### src/rtl/gates_stim_sequencer.sv
// Operand generator for the two-input gates block.
// Manual mode passes two debounced switches through to a/b; auto mode sweeps
// the truth table 00,01,10,11 with a fixed dwell per vector, and flags each new
// vector with a one-cycle vec_valid strobe plus a done pulse at sweep end.
module gates_stim_sequencer #(
    parameter int DWELL      = 50,
    parameter int DEB_CYCLES = 4,
    parameter int CNT_W      = 8
) (
    input  logic       clk,
    input  logic       rst_n,
    input  logic       mode,
    input  logic       start,
    input  logic       sw_a,
    input  logic       sw_b,
    output logic       a,
    output logic       b,
    output logic [1:0] vec_idx,
    output logic       vec_valid,
    output logic       busy,
    output logic       done
);

    typedef enum logic [1:0] {
        IDLE  = 2'd0,
        SWEEP = 2'd1,
        DONE  = 2'd2
    } state_t;

    localparam logic [CNT_W-1:0] DEB_LAST   = CNT_W'(DEB_CYCLES - 1);
    localparam logic [CNT_W-1:0] DWELL_LAST = CNT_W'(DWELL - 1);

    // Bit 1 carries operand a, bit 0 carries operand b throughout.
    logic [1:0]       sw;
    logic [1:0]       sync_p0;
    logic [1:0]       sync_p1;
    logic [1:0]       stable;
    logic [1:0]       deb_hit;
    logic [1:0]       deb;
    logic [CNT_W-1:0] deb_cnt [2];

    state_t           state;
    state_t           state_next;
    logic [1:0]       ab;
    logic [1:0]       ab_next;
    logic [CNT_W-1:0] dwell;
    logic [CNT_W-1:0] dwell_next;
    logic             busy_next;
    logic             done_next;
    logic             force_vv;
    logic             vv_next;

    assign sw      = {sw_a, sw_b};
    assign a       = ab[1];
    assign b       = ab[0];
    assign vec_idx = ab;

    // Debounced value seen by the FSM: the stable value, already flipped in
    // the cycle whose edge will commit the toggle, so the output register
    // picks up the change on that same edge.
    always_comb begin
        deb_hit = '0;
        deb     = '0;
        for (int i = 0; i < 2; i++) begin
            deb_hit[i] = (sync_p1[i] != stable[i]) && (deb_cnt[i] == DEB_LAST);
            deb[i]     = stable[i] ^ deb_hit[i];
        end
    end

    // Two-flop synchronizers and per-input debounce counters; run in every state.
    always_ff @(posedge clk or negedge rst_n) begin
        if (!rst_n) begin
            sync_p0 <= '0;
            sync_p1 <= '0;
            stable  <= '0;
            for (int i = 0; i < 2; i++) begin
                deb_cnt[i] <= '0;
            end
        end else begin
            sync_p0 <= sw;
            sync_p1 <= sync_p0;
            for (int i = 0; i < 2; i++) begin
                if (sync_p1[i] != stable[i]) begin
                    if (deb_hit[i]) begin
                        stable[i]  <= ~stable[i];
                        deb_cnt[i] <= '0;
                    end else begin
                        deb_cnt[i] <= deb_cnt[i] + CNT_W'(1);
                    end
                end else begin
                    deb_cnt[i] <= '0;
                end
            end
        end
    end

    // Next-state and next-output decode for the sequencer.
    always_comb begin
        state_next = state;
        ab_next    = ab;
        dwell_next = dwell;
        busy_next  = busy;
        done_next  = 1'b0;
        force_vv   = 1'b0;
        unique case (state)
            IDLE: begin
                if (mode) begin
                    if (start) begin
                        state_next = SWEEP;
                        ab_next    = 2'b00;
                        dwell_next = '0;
                        busy_next  = 1'b1;
                        force_vv   = 1'b1;
                    end
                end else begin
                    ab_next = deb;
                end
            end
            SWEEP: begin
                if (dwell == DWELL_LAST) begin
                    dwell_next = '0;
                    if (ab == 2'b11) begin
                        state_next = DONE;
                        done_next  = 1'b1;
                    end else begin
                        ab_next = ab + 2'd1;
                    end
                end else begin
                    dwell_next = dwell + CNT_W'(1);
                end
            end
            DONE: begin
                state_next = IDLE;
                busy_next  = 1'b0;
            end
            default: begin
                state_next = IDLE;
                busy_next  = 1'b0;
            end
        endcase
        // Vector 0 of a sweep is always announced, even if a/b were already 00.
        vv_next = force_vv || (ab_next != ab);
    end

    // State, operand and strobe registers.
    always_ff @(posedge clk or negedge rst_n) begin
        if (!rst_n) begin
            state     <= IDLE;
            ab        <= 2'b00;
            dwell     <= '0;
            busy      <= 1'b0;
            done      <= 1'b0;
            vec_valid <= 1'b0;
        end else begin
            state     <= state_next;
            ab        <= ab_next;
            dwell     <= dwell_next;
            busy      <= busy_next;
            done      <= done_next;
            vec_valid <= vv_next;
        end
    end

endmodule

### config.mk
export PLATFORM = sky130hd
export DESIGN_NAME = gates_stim_sequencer
export DESIGN_NICKNAME = d
export VERILOG_FILES = /design/src/rtl/gates_stim_sequencer.sv
export SDC_FILE = /design/constraint.sdc
export NUM_CORES = 1
export LEC_CHECK = 0
export ABC_AREA = 1
export CORE_MARGIN = 8
export CORE_UTILIZATION = 50
export CTS_CLUSTER_DIAMETER = 100
export DETAILED_ROUTE_END_ITERATION = 8
export PLACE_DENSITY_LB_ADDON = 0.12
export SYNTH_ARGS = -nofsm -noshare
export SYNTH_HDL_FRONTEND = slang
export SYNTH_SLANG_ARGS = --single-unit
### constraint.sdc
create_clock -name clk -period 4.35 [get_ports clk]
set_clock_uncertainty 0.2 [all_clocks]
set_input_delay 1.0875 -clock clk [delete_from_list [all_inputs] [get_ports clk]]
set_output_delay 1.0875 -clock clk [all_outputs]
set_load 0.02 [all_outputs]
==> results by group <==
Power and ir drop
  • Switching share of total power: 0.287
  • Flop pwr share: 0.569
  • VDD IR max: 159 uV
  • Comb pwr share: 0.168
  • Leak Pwr: about 1 nW
  • Net switching power figure: around 0.00020 W
  • Power share of the clock group: 0.263
  • Cell Int Power: ~0.00049 W
  • Pwr Density: ~340 nW/um2

Clocking
  • Post-cts repair resize count: 0
  • Clk slew on worst S/H paths: about 0.10 ns
  • CTS tree: done
  • Setup Buffers After CTS: 0
  • Hold_buf cts: 0
  • H-tree Lvls: 2
  • Clk_lat worst skew: ~0.34 ns
  • Inserted Clock Buffers: 5
  • CTS root buffer: clkbuf_4
  • CTS sink cnt: 37
  • Max Buffers Root-to-Sink: 2

Floorplanning
  • Die area: 5850 um2
  • Row count: 22
  • Die height: approximately 77 um
  • Core ar.: 3580 um2
  • I/O pins: 13
  • Die X: around 77 um
  • Starting Density: 0.512

Job
  • Max-cap check violation count: 0

Critical path
  • Worst-path cell chain: clkdlybuf4s50_1
  • Critical path class: register to primary output
  • Critical Path End Type: primary output
  • Critical path depth: 1
  • Critical path launch point type: register
  • Max incr delay on CP: about 0.66 ns
  • Worst path slowest cell: clkdlybuf4s50_1
  • Worst-path fanout max: 8
  • Req. time, crit path: slightly above 3 ns
  • Largest delay share family, worst path: buffers and inverters
  • Worst EP arrival: between 1 and 1.5 ns
  • Buf/Inv on CP: 1
  • Worst-case reg-to-reg path depth: 11

Layout
  • Fin util: 0.572
  • Diode count: 0
  • Layout cell share with drive strength beyond 1: 0.0717
  • Final #Nets: ~250
  • Area growth, synth to finish: 11.8%
  • Count of non-filler cells in the finished layout: around 290

Timing
  • Rel. slew slack: 0.475
  • Worst-Margin Slew: around 0.79 ns
  • RSZ-0062 raised after global routing: false
  • Fin crit period: roughly 2.8 ns
  • Sum Neg Setup Slack: 0 ns
  • Final-report max-slew violation count: 0
  • Final Hold Viols: 0
  • Max Freq: 0.362 GHz
  • Final setup violation count: 0
  • Final Cycle Share: 0.635
  • Worst Slack Setup Final: ~1.6 ns

Place
  • Final HPWL DP: 2290 um
  • Gp weighted congestion: between 0.8 and 0.9
  • # port buffers: 12
  • Dpl cells: between 200 and 300
  • Place WS: ~1.6 ns

GRT
  • Largest net degree at the start of global routing: 38
  • Vias in the first global route: between 1000 and 1500
  • First-pass GRT wire length: around 5500 um
  • Antenna violations before repair: 0
  • Gr ovfl total: 0
  • Overall routing resource usage: 0.114

Routing
  • Final wirelength: a little over 3000 um
  • Avg WL per Cell: approximately 11 um
  • First-pass iteration count of the detailed router: 4
  • Drt drc: 0
  • Via count: 1359
  • DRT antenna net count: 0
  • Vias/cell: around 4.8
  • Initial drt markers: 76

Synthesis
  • Ys async rst share: 1.00
  • Share of Yosys cell area claimed by the top area cell type: 0.506
  • Ys flop type: dfrtp_1
  • Syn_nets: 230
  • Synth area leaders: dfrtp_1 (51%), nand2_1 (8.6%), nor2_1 (7.6%)
  • Synth Cell Area: between 1500 and 2000 um2
  • Yosys cell types: 29
  • Avg Inst Size Synth: around 8.3 um2
  • Warnings from Yosys: 0
  • Number of flops mapped to enable cells by yosys: 0
  • Gate Count Post-Synth: between 200 and 250
  • Post-synth top area cell: dfrtp_1
  • #FFs+latches synth: 37
  • Register area share after synthesis: 0.506

Hold path
  • Hold depth: 0
  • Min-Delay Path Class: register to register

Outcome
  • Status: complete, no violations
cell usage after synthesis (2+ instances only):
library cell  number
o21ai_0            3
xnor2_1            3
inv_2              2
nand3_1           12
dfrtp_1           37
a21oi_1            7
nand2_1           42
a31oi_1            2
buf_4              2
nor2_1            37
nor4_1             2
nor3_1             8
nor3b_1            3
xor2_1             7
and2_1             2
inv_1             32
nand4_1            3
nor2_2             2
ha_1               4
worst paths after layout:
check / from / endpoint / slack (ns)
hold reg to reg: sync_p0[0]$_DFF_PN0_ / sync_p1[0]$_DFF_PN0_ / 0.16
max in group asynchronous: rst_n / deb_cnt[7]$_DFF_PN0_ / 2.83
min in group asynchronous: rst_n / deb_cnt[12]$_DFF_PN0_ / 0.62
setup reg to reg: dwell[1]$_DFFE_PN0P_ / vec_valid$_DFF_PN0_ / 2.62
setup / recovery: vec_idx[1]$_DFF_PN0_ / vec_idx[1] / 1.59
hold / removal: sync_p0[0]$_DFF_PN0_ / sync_p1[0]$_DFF_PN0_ / 0.16
flip-flops by register name (all words and copies together), names as in the netlist:
name	cells
busy	1
state	2
dwell	8
vec_valid	1
stable	2
sync_p1	2
deb_cnt	16
done	1
vec_idx	2
sync_p0	2
logic make-up after synthesis:
kind of cell,after synthesis,share of synthesized area
xor gates and xnor gates,10,0.0479
DFF,37,0.506
buffers and inverters,37,0.0813
AOI/OAI and AO/OA,16,0.0506
adders and majority gates,4,0.0273
and+or+nand+nor,116,0.287
final cells by class:
class | instances | area (um2)
fillers | 338 | 1530
well taps | 48 | 60.1
multi-input cells | 146 | 756
repair buffers | 12 | 115
flip-flops and latches | 37 | 926
inverters | 35 | 134
clock buffers | 7 | 55.1
cells in the final DEF, fill, tap and decap left out, drive strengths merged, types with 3 or more instances in the layout:
cell type and count:
nand2 44, nor2 39, dfrtp 37, inv 35, nand3 13, clkdlybuf4s50 11, nor3 9, a21oi 8
xor2 7, clkbuf 7, ha 4, o21ai 4, nor3b 3, xnor2 3, nand4 3
power by group through the flow:
stage	clock network, W	registers, W	logic, W
3_3_place_gp	0	0.000401	0.000119
3_5_place_dp	0	0.000401	0.000121
5_1_grt	0.000203	0.000400	0.000139
4_1_cts	0.000192	0.000395	0.000121
6_report	0.000182	0.000394	0.000116
2_1_floorplan	0	0.000397	0.0000893
routing by layer:
layer	vias to the layer above	part of all wire	track usage
li1	721	-	-
met1	614	0.50	0.144
met2	20	0.45	0.170
met3	4	0.035	0.0425
met4	0	0.015	0.0500
met5	-	0	0
stage by stage:
step	hold WS (ns)	total power [W]	cell area, um2
floorplan	0.131	0.000486	1830
global placement	0.133	0.000519	1990
detailed placement	0.136	0.000522	1990
CTS	0.159	0.000707	2050
global route	0.172	0.000742	2050
finish	0.155	0.000693	2050
(Power assumes the default switching activity.)
